[config.mk]
export PLATFORM = sky130hd
export DESIGN_NAME = matrix_operand_loader_flat
export DESIGN_NICKNAME = d
export VERILOG_FILES = /design/src/rtl/tpu_pkg.sv /design/src/rtl/matrix_operand_loader_if.sv /design/src/rtl/matrix_operand_loader.sv /design/src/flat_wrapper.sv
export SDC_FILE = /design/constraint.sdc
export NUM_CORES = 1
export LEC_CHECK = 0
export CORE_ASPECT_RATIO = 0.8
export CORE_UTILIZATION = 48
export DETAILED_ROUTE_END_ITERATION = 8
export PLACE_DENSITY = 0.84
export SETUP_SLACK_MARGIN = 0.3
export SYNTH_ARGS = -nofsm -noshare
export SYNTH_HDL_FRONTEND = slang
export SYNTH_SLANG_ARGS = --single-unit
[constraint.sdc]
create_clock -name clk -period 1.6 [get_ports clk]
set_input_delay 0.48 -clock clk [delete_from_list [all_inputs] [get_ports clk]]
set_output_delay 0.48 -clock clk [all_outputs]
set_load 0.05 [all_outputs]
[src/rtl/tpu_pkg.sv]
`default_nettype none
// ============================================================================
// Module      : tpu_pkg
// Description : Shared types and constants for the matrix operand loader.
// Revision    : 1.0 - initial release
// ============================================================================
package tpu_pkg;

  // Loader sequencing: collect a frame, launch the multiplier, wait it out.
  typedef enum logic [1:0] {
    LOAD  = 2'd0,
    START = 2'd1,
    HOLD  = 2'd2
  } state_t;

  // A frame carries two 2x2 matrices back to back.
  localparam int FRAME_ELEMS = 8;
  localparam int MAT_ELEMS   = 4;

endpackage
`default_nettype wire

[src/rtl/matrix_operand_loader_if.sv]
`default_nettype none
// ============================================================================
// Module      : matrix_operand_loader_if
// Description : Element stream in, flat A/B operands and launch/status out.
// Revision    : 1.0 - initial release
// ============================================================================
interface matrix_operand_loader_if #(
  parameter int OP_WIDTH = 8
);

  logic                  in_valid;
  logic                  in_ready;
  logic [OP_WIDTH-1:0]   in_data;
  logic                  in_last;
  logic [4*OP_WIDTH-1:0] mm_A;
  logic [4*OP_WIDTH-1:0] mm_B;
  logic                  mm_start;
  logic                  busy;
  logic                  err;

  // Element source / observer of the loader outputs.
  modport master (
    output in_valid, in_data, in_last,
    input  in_ready, mm_A, mm_B, mm_start, busy, err
  );

  // The loader itself.
  modport slave (
    input  in_valid, in_data, in_last,
    output in_ready, mm_A, mm_B, mm_start, busy, err
  );

endinterface
`default_nettype wire

[src/rtl/matrix_operand_loader.sv]
`default_nettype none
// ============================================================================
// Module      : matrix_operand_loader
// Description : Assembles 8-element frames into 2x2 A/B operand matrices,
//               pulses mm_start and holds operands for the multiplier run.
// Revision    : 1.0 - initial release
// ============================================================================
module matrix_operand_loader
  import tpu_pkg::*;
#(
  parameter int OP_WIDTH    = 8,
  parameter int HOLD_CYCLES = 6
) (
  input  wire logic               clk,
  input  wire logic               reset,
  matrix_operand_loader_if.slave  bus
);

  localparam int              CNT_W    = $clog2(HOLD_CYCLES + 1);
  localparam logic [2:0]      LAST_IDX = 3'(FRAME_ELEMS - 1);

  // The multiplier needs at least 6 cycles from its reset to a result.
  if (HOLD_CYCLES < 6) begin : g_hold_too_short
    $error("HOLD_CYCLES must be at least 6");
  end

  state_t                state_q, state_d;
  logic [2:0]            idx_q, idx_d;
  logic [CNT_W-1:0]      hold_cnt_q, hold_cnt_d;
  logic [4*OP_WIDTH-1:0] mm_a_q, mm_a_d;
  logic [4*OP_WIDTH-1:0] mm_b_q, mm_b_d;
  logic                  mm_start_q, mm_start_d;
  logic                  busy_q, busy_d;
  logic                  err_q, err_d;

  // Only LOAD accepts beats; decoded straight from the state register.
  assign bus.in_ready = (state_q == LOAD);
  assign bus.mm_A     = mm_a_q;
  assign bus.mm_B     = mm_b_q;
  assign bus.mm_start = mm_start_q;
  assign bus.busy     = busy_q;
  assign bus.err      = err_q;

  // Next-state, element write-back, framing checks and hold countdown.
  always_comb begin
    state_d    = state_q;
    idx_d      = idx_q;
    hold_cnt_d = hold_cnt_q;
    mm_a_d     = mm_a_q;
    mm_b_d     = mm_b_q;
    err_d      = err_q;

    case (state_q)
      LOAD: begin
        if (bus.in_valid) begin
          // idx[2] selects the matrix, idx[1:0] the row-major element.
          for (int k = 0; k < MAT_ELEMS; k++) begin
            if (int'(idx_q[1:0]) == k) begin
              if (!idx_q[2]) mm_a_d[k*OP_WIDTH +: OP_WIDTH] = bus.in_data;
              else           mm_b_d[k*OP_WIDTH +: OP_WIDTH] = bus.in_data;
            end
          end
          if ((idx_q == LAST_IDX) && bus.in_last) begin
            state_d = START;
            idx_d   = 3'd0;
          end else if ((idx_q == LAST_IDX) || bus.in_last) begin
            // Misframed: keep what was written, resynchronise at A11.
            err_d = 1'b1;
            idx_d = 3'd0;
          end else begin
            idx_d = idx_q + 3'd1;
          end
        end
      end
      START: begin
        state_d    = HOLD;
        hold_cnt_d = CNT_W'(HOLD_CYCLES);
      end
      HOLD: begin
        hold_cnt_d = hold_cnt_q - CNT_W'(1);
        if (hold_cnt_q == CNT_W'(1)) begin
          state_d = LOAD;
          idx_d   = 3'd0;
        end
      end
      default: begin
        state_d = LOAD;
        idx_d   = 3'd0;
      end
    endcase

    // Registered status follows the state being entered.
    mm_start_d = (state_d == START);
    busy_d     = (state_d != LOAD);
  end

  // State and output registers with synchronous reset.
  always_ff @(posedge clk) begin
    if (reset) begin
      state_q    <= LOAD;
      idx_q      <= 3'd0;
      hold_cnt_q <= '0;
      mm_a_q     <= '0;
      mm_b_q     <= '0;
      mm_start_q <= 1'b0;
      busy_q     <= 1'b0;
      err_q      <= 1'b0;
    end else begin
      state_q    <= state_d;
      idx_q      <= idx_d;
      hold_cnt_q <= hold_cnt_d;
      mm_a_q     <= mm_a_d;
      mm_b_q     <= mm_b_d;
      mm_start_q <= mm_start_d;
      busy_q     <= busy_d;
      err_q      <= err_d;
    end
  end

endmodule
`default_nettype wire

[src/flat_wrapper.sv]
// flat-port wrapper written by rule: the top's interface ports become plain ports
module matrix_operand_loader_flat import tpu_pkg::*;
#(
  parameter int OP_WIDTH    = 8,
  parameter int HOLD_CYCLES = 6
)
  (clk, reset, bus_in_valid, bus_in_data, bus_in_last, bus_in_ready, bus_mm_A, bus_mm_B, bus_mm_start, bus_busy, bus_err);
  matrix_operand_loader_if #(.OP_WIDTH(OP_WIDTH)) bus_i ();
  input  wire logic clk;
  input  wire logic reset;
  input wire logic [$bits(bus_i.in_valid)-1:0] bus_in_valid;
  input wire logic [$bits(bus_i.in_data)-1:0] bus_in_data;
  input wire logic [$bits(bus_i.in_last)-1:0] bus_in_last;
  output wire logic [$bits(bus_i.in_ready)-1:0] bus_in_ready;
  output wire logic [$bits(bus_i.mm_A)-1:0] bus_mm_A;
  output wire logic [$bits(bus_i.mm_B)-1:0] bus_mm_B;
  output wire logic [$bits(bus_i.mm_start)-1:0] bus_mm_start;
  output wire logic [$bits(bus_i.busy)-1:0] bus_busy;
  output wire logic [$bits(bus_i.err)-1:0] bus_err;
  assign bus_i.in_valid = bus_in_valid;
  assign bus_i.in_data = bus_in_data;
  assign bus_i.in_last = bus_in_last;
  assign bus_in_ready = bus_i.in_ready;
  assign bus_mm_A = bus_i.mm_A;
  assign bus_mm_B = bus_i.mm_B;
  assign bus_mm_start = bus_i.mm_start;
  assign bus_busy = bus_i.busy;
  assign bus_err = bus_i.err;
  matrix_operand_loader #(.OP_WIDTH(OP_WIDTH), .HOLD_CYCLES(HOLD_CYCLES)) u_core (.clk(clk), .reset(reset), .bus(bus_i));
endmodule
==> flow_summary.toml, run 1 <==
[clock_tree]
cts_buffers = 9
cts_hold_buf = 0
cts-root-buf = "clkbuf_8"
clockBufferDepth = 2
cts_htree_levels = 3
clock-sinks = 75

[status]
status = "did not finish"
lastStage = "5_1_grt"
firstError = "[ERROR DPL-0033] detailed placement checks failed during check placement."

[floorplan]
die_x_um = 91.7
fp.dieH_um = 73.8
start_util_pct = 50.9
io_pins = 80
fp-row-count = 25

[placed_design]
portBuffers = 79
placed_cells = 504
hpwl_mm = 6.22
gp_congestion = 0.772

[logic_synthesis]
synth_top_flop_cell = "dfxtp_1"
yosysMostFrequentCell = "nand2_1"
synth_area_leader_cell = "dfxtp_1"
ys_async_sr_fraction_pct = 0
avgSynthCellArea_um2 = 8.61
synth_cell_types = 35
synth_top_area_share_pct = 48.6
yosys_warnings = 0
synth.area.top_cells = "dfxtp_1 (49%), nand2_1 (14%), a21oi_1 (9.4%)"
yosys-top-cells-count = "nand2_1 (116), dfxtp_1 (75), a21oi_1 (58), buf_2 (14), nor2_1 (13)"
synth-edff-count = 0
synth_seq_cells = 75
syn_nets = 382
syn_area_mm2 = 0.00309
synthCells = 359
synth.yosys.seq_area_share_pct = 48.6

[sta]
worst_endpoint = "u_core.bus.mm_B[29]$_SDFFE_PP0P_/D"
worst-ep-kind = "sequential cell input"

[global_routing]
antenna_found_initial = 0
grt_max_degree = 49
metrics by stage:
step | utilization [%] | instance area [µm²] | setup TNS, ns | setup WS [ns]
after floorplan | - | 3210 | 0 | 0.211
after CTS | 90.3 | 5480 | 0 | 0.0301
after detailed placement | 77.8 | 4720 | -17.84 | -0.350
after global placement | 77.8 | 4720 | -14.11 | -0.250
cells by family after synthesis:
| group | after synthesis | synth area share (%) |
|---|---|---|
| DFF | 75 | 48.6 |
| muxes | 10 | 3.24 |
| xor gates and xnor gates | 1 | 0.284 |
| and+or+nand+nor | 155 | 24.0 |
| buffers and inverters | 38 | 6.32 |
| AOI/OAI and AO/OA | 69 | 13.1 |
| adders and majority gates | 11 | 4.46 |
repair_timing:
item	in CTS
endpoints found under the setup margin	140
gates resized for setup	128
cloned	1
pin swaps	20
buffers inserted	20
==> inputs of run 2 (changes only) <==
Settings changed: CORE_ASPECT_RATIO 0.8 to default, CORE_UTILIZATION 48 to 40, PLACE_DENSITY 0.84 to default, PLACE_DENSITY_LB_ADDON from default to 0.15, SETUP_SLACK_MARGIN 0.3 to default.
==> run 2 against run 1 <==
Net effect: the run now ends clean; synthesized cell count is the same; synthesized area is the same.
==> flow_summary.toml, run 2 <==
[sta]
tightest_slew_ns = 0.421
min_period_ns = 1.56
clock_skew_ns = 0.0112
rsz0062_at_grt = "no"
drv_slew = 0
timing.final.crit_share_pct = 97.5
setup-violations-final = 0
hold_viol_final = 0
relSlewSlack_pct = 71.8
max_freq_ghz = 0.641
fin_setup_tns_ns = 0
setup_slack_ns = 0.0399

[setup_path]
slowest_delay_ns = 0.34
cp_slowest_cell = "dfxtp_1"
cp_top_family = "flip-flops"
critical_path_buf_inv_count = 2
rrSetupSlack_ns = 0.07
crit_type = "reg2out"
cp_max_fo = 3
required_ns = 1.12
cp_cell_sequence = "inv_2, ha_4, buf_12"
arrival_ns = 1.08
endpoint_kind = "output pin"
worstSetupStartpointType = "register"

[clock_tree]
cts-root-buf = "clkbuf_8"
cts_hold_buf = 0
insertion_delay_ns = 0.36
clockBufferDepth = 2
cts_tree = "yes"
clock-sinks = 75
cts_buffers = 9
cts_htree_levels = 3
clk_pin_slew_ns = 0.08

[status]
status = "finished, final reports clean"

[finish]
final_common_cell = "nand2_1"
final_cell_mix = "nand2_1 (116), dfxtp_1 (74), buf_12 (71), a21oi_1 (58), buf_4 (21)"
drive_gt1_share_pct = 28.5
fillers = 593
antennaDiodeCount = 0
syn_to_final_growth_pct = 61.1
fin_nets = 467
fin_util_pct = 67.5
stdcell_count = 548
ff_latch_area_mm2 = 0.00150
multiInputGateArea_mm2 = 0.00141

[global_routing]
grt_pass1_wl_mm = 13.4
grt_pass1_vias = 2640
antenna_found_initial = 0
grt_use_total_pct = 21.2
globalRouteOverflowTotal = 0
grt_max_degree = 55

[power_and_ir_drop]
p_leak_nw = 1.90
cellPowerDensity_mw_per_mm2 = 788
irDropWorstVdd_v = 0.000476

[logic_synthesis]
syn_nets = 382
synth.area.top_cells = "dfxtp_1 (49%), nand2_1 (14%), a21oi_1 (9.4%)"
synth_top_flop_cell = "dfxtp_1"
synth_seq_cells = 75
synthCells = 359
synth.yosys.seq_area_share_pct = 48.6
ys_async_sr_fraction_pct = 0
synth-edff-count = 0
synth_top_area_share_pct = 48.6
yosysMostFrequentCell = "nand2_1"
yosys_warnings = 0
avgSynthCellArea_um2 = 8.61
synth_area_leader_cell = "dfxtp_1"
syn_area_mm2 = 0.00309
yosys-top-cells-count = "nand2_1 (116), dfxtp_1 (75), a21oi_1 (58), buf_2 (14), nor2_1 (13)"
synth_cell_types = 35

[detailed_routing]
drc = 0
drt_pass1_iterations = 4
drtAntennaViolNets = 0
vias = 2706
wirelength_mm = 8.05
via_per_inst = 4.94
wl_per_cell_um = 14.7
drt_iter0_drc = 125

[floorplan]
dieArea_mm2 = 0.00808
io_pins = 80
start_util_pct = 41.9
fp-row-count = 31
die_x_um = 89.9
core_mm2 = 0.00737
fp.dieH_um = 89.9

[placed_design]
hpwl_mm = 5.71
portBuffers = 79
placed_cells = 530
dp_slack_ns = -0.251
gp_congestion = 0.828

[hold_path]
worstHoldPathType = "in2reg"

[flow_run]
drv_cap = 0
## run 2: cell counts after synthesis
Identical to the previous run, type by type.
## run 2: cell families after synthesis
kind of cell,Yosys count,synth area share (%)
AO/OA/AOI/OAI,69,13.1
XOR/XNOR,1,0.284
adder cells (fa/ha/maj),11,4.46
buffers and inverters,38,6.32
flip-flops,75,48.6
multiplexers,10,3.24
AND/OR/NAND/NOR,155,24.0
## run 2: report_power, final
| part | internal (mW) | switching (mW) |
|---|---|---|
| clock | 0.881 | 0.729 |
| combinational | 0.174 | 0.218 |
| sequential | 1.89 | 0.0280 |
## run 2: per-layer routing
layer | part of all wire [%] | global-route usage, % | up-vias
li1 | - | - | 1353
met1 | 44 | 25.0 | 1267
met2 | 49 | 36.2 | 74
met3 | 5.4 | 5.25 | 12
met4 | 2.0 | 9.54 | 0
met5 | 0 | 0 | -
## run 2: worst paths after layout
path                                         start                                to  cells after the start
setup / recovery      u_core.state_q[1]$_SDFF_PP0_                      bus_in_ready                      3
hold / removal                               reset  u_core.bus.mm_A[10]$_SDFFE_PP0P_                      2
setup reg to reg      u_core.state_q[1]$_SDFF_PP0_      u_core.idx_q[0]$_SDFFE_PP0P_                      6
hold reg to reg   u_core.bus.mm_A[19]$_SDFFE_PP0P_  u_core.bus.mm_A[19]$_SDFFE_PP0P_                      2
## run 2: metrics by stage
stage | hold slack [ns] | cell area [µm²] | total power, mW
2_1_floorplan | 0.467 | 3090 | 2.16
3_3_place_gp | 0.479 | 4720 | 2.35
3_5_place_dp | 0.484 | 4720 | 2.35
4_1_cts | 0.490 | 4970 | 3.93
5_1_grt | 0.493 | 4980 | 4.05
6_report | 0.489 | 4980 | 3.92
## run 2: final cells by class
cell class | instances | area share, %
clock buffers | 10 | 2.56
clock inverters | 6 | 1.81
inverters | 9 | 0.679
multi-input cells | 246 | 28.4
flip-flops and latches | 75 | 30.2
well taps | 99 | 2.49
repair buffers | 103 | 33.8
## run 2: repair_timing
action | 4_1_cts | 5_1_grt
hold endpoints to repair | 0 | 0
endpoints found under the setup margin | 21 | 12
pin swaps | 1 | 1
buffers inserted | 2 | 0
gates resized for setup | 1 | 7
(Power assumes the default switching activity.)
==> inputs of run 3 (changes only) <==
Settings changed: CTS_BUF_LIST from default to sky130_fd_sc_hd__clkbuf_16, SLEW_MARGIN from default to 20, TNS_END_PERCENT from default to 50.
==> run 3 against run 2 <==
Net effect: critical endpoint unchanged; largest cell class unchanged; count of clock-buffer cells in the layout fell by 1; cell area rose by 2.1%; largest power group is now clock; clock skew fell by 0.0032 ns; utilization rose by 1.4 points; critical path type unchanged.
==> flow_summary.toml, run 3 (synthesis gave the netlist of run 2 again) <==
[power_and_ir_drop]
p_leak_nw = 1.96
cellPowerDensity_mw_per_mm2 = 875
pwr-share-seq_pct = 43.2
irDropWorstVdd_v = 0.000597
power_switching_mw = 1.02
swShare_pct = 22.9
p_comb_share_pct = 8.8
p_int_mw = 3.43
p_clk_share_pct = 47.9

[clock_tree]
clockBufferDepth = 2
clk_pin_slew_ns = 0.06
cts_buffers = 9
cts_htree_levels = 3
clock-sinks = 75
insertion_delay_ns = 0.33
cts_tree = "yes"
cts-root-buf = "clkbuf_16"

[sta]
max_freq_ghz = 0.641
drv_slew = 0
timing.final.crit_share_pct = 97.6
setup_slack_ns = 0.0390
fin_setup_tns_ns = 0
min_period_ns = 1.56
relSlewSlack_pct = 71.1
fin_hold_ws_ns = 0.489
rsz0062_at_grt = "no"
setup-violations-final = 0
hold_viol_final = 0
tightest_slew_ns = 0.432
clock_skew_ns = 0.00795

[finish]
antennaDiodeCount = 0
syn_to_final_growth_pct = 64.5
fin_util_pct = 69.0
final_cell_mix = "nand2_1 (116), dfxtp_1 (75), buf_12 (71), a21oi_1 (58), buf_4 (20)"
fin_nets = 467
fillers = 578
final_common_cell = "nand2_1"
drive_gt1_share_pct = 28.1

[setup_path]
cp_slowest_cell = "dfxtp_1"
cp_cell_sequence = "inv_1, ha_4, buf_12"
arrival_ns = 1.08
crit_type = "reg2out"
critical_path_buf_inv_count = 2
cp_top_family = "flip-flops"
endpoint_kind = "output pin"
crit_cells = 3
worstSetupStartpointType = "register"
cp_max_fo = 3
rr_worst_depth = 6
slowest_delay_ns = 0.30
required_ns = 1.12

[placed_design]
hpwl_mm = 5.71
gp_congestion = 0.828
portBuffers = 79
dp_slack_ns = -0.251

[floorplan]
io_pins = 80
dieArea_mm2 = 0.00808
core_mm2 = 0.00737
fp-row-count = 31
start_util_pct = 41.9
fp.dieH_um = 89.9
die_x_um = 89.9

[detailed_routing]
wirelength_mm = 8.20
wl_met2_mm = 4.00
vias = 2770
wl_per_cell_um = 15.0
drtAntennaViolNets = 0
met3_length_um = 485
wl_met1_mm = 3.55
drc = 0
routed.top_layer = "met4"
drt_iter0_drc = 141
via_per_inst = 5.05
drt_pass1_iterations = 4

[global_routing]
grt_pass1_wl_mm = 13.6
globalRouteOverflowTotal = 0
grt_use_total_pct = 21.4
grt_pass1_vias = 2631
antenna_found_initial = 0
grt_max_degree = 55

[hold_path]
worstHoldPathType = "reg2reg"
min_path_cells = 2

[status]
status = "finished, final reports clean"

[flow_run]
drv_cap = 0
run 3: cell types whose count changed in the layout (fill, tap and decap cells not counted), sizes merged:
| cell | delta |
|---|---|
| clkbuf | -1 |
| dlymetal6s2s | +1 |
| inv | +1 |
| clkdlybuf4s50 | -1 |
run 3: repair_timing:
item                       4_1_cts  5_1_grt
buffers inserted                 2        0
resized for setup                1        7
setup endpoints to repair       20       15
pin swaps                        1        1
hold buffers                     0        0
run 3: cell type report:
cell class	count	area (µm²)	share of cell area, %
clock inverter	7	93.8	1.85
inverter	9	33.8	0.665
multi-input combinational	246	1410	27.8
timing repair buffer	103	1690	33.3
tap	99	124	2.44
sequential	75	1500	29.5
clock buffer	9	225	4.43
run 3: power by group through the flow:
stage          Sequential [mW]  Combinational [mW]  Clock, mW
2_1_floorplan             2.03               0.126          0
3_3_place_gp              1.96               0.388          0
3_5_place_dp              1.96               0.393          0
4_1_cts                   1.92               0.394       2.15
5_1_grt                   1.92               0.417       2.24
6_report                  1.92               0.393       2.13
run 3: final timing paths:
path                                          from                               end  slack, ns
hold reg to reg   u_core.bus.mm_A[20]$_SDFFE_PP0P_  u_core.bus.mm_A[20]$_SDFFE_PP0P_       0.49
setup reg to reg      u_core.state_q[1]$_SDFF_PP0_      u_core.idx_q[2]$_SDFFE_PP0P_       0.11
hold / removal    u_core.bus.mm_A[20]$_SDFFE_PP0P_  u_core.bus.mm_A[20]$_SDFFE_PP0P_       0.49
setup / recovery      u_core.state_q[1]$_SDFF_PP0_                      bus_in_ready       0.04
run 3: through the flow:
| stage | area, µm² | power (mW) | std cells |
|---|---|---|---|
| 4_1_cts | 5070 | 4.46 | 548 |
| 3_5_place_dp | 4720 | 2.35 | 530 |
| 6_report | 5080 | 4.45 | 548 |
| 3_3_place_gp | 4720 | 2.35 | 530 |
| 5_1_grt | 5080 | 4.58 | 548 |
| 2_1_floorplan | 3090 | 2.16 | 359 |
run 3: worst min-delay path: stages, from the launching register on:
cell and delay (ns):
dfxtp_1 0.33, nand2_1 0.06, a21oi_1 0.05
run 3: routing by layer:
layer | track usage, % | up-vias
met5 | 0 | -
met4 | 8.33 | 0
met3 | 6.01 | 12
met2 | 36.2 | 88
met1 | 25.8 | 1315
li1 | - | 1355
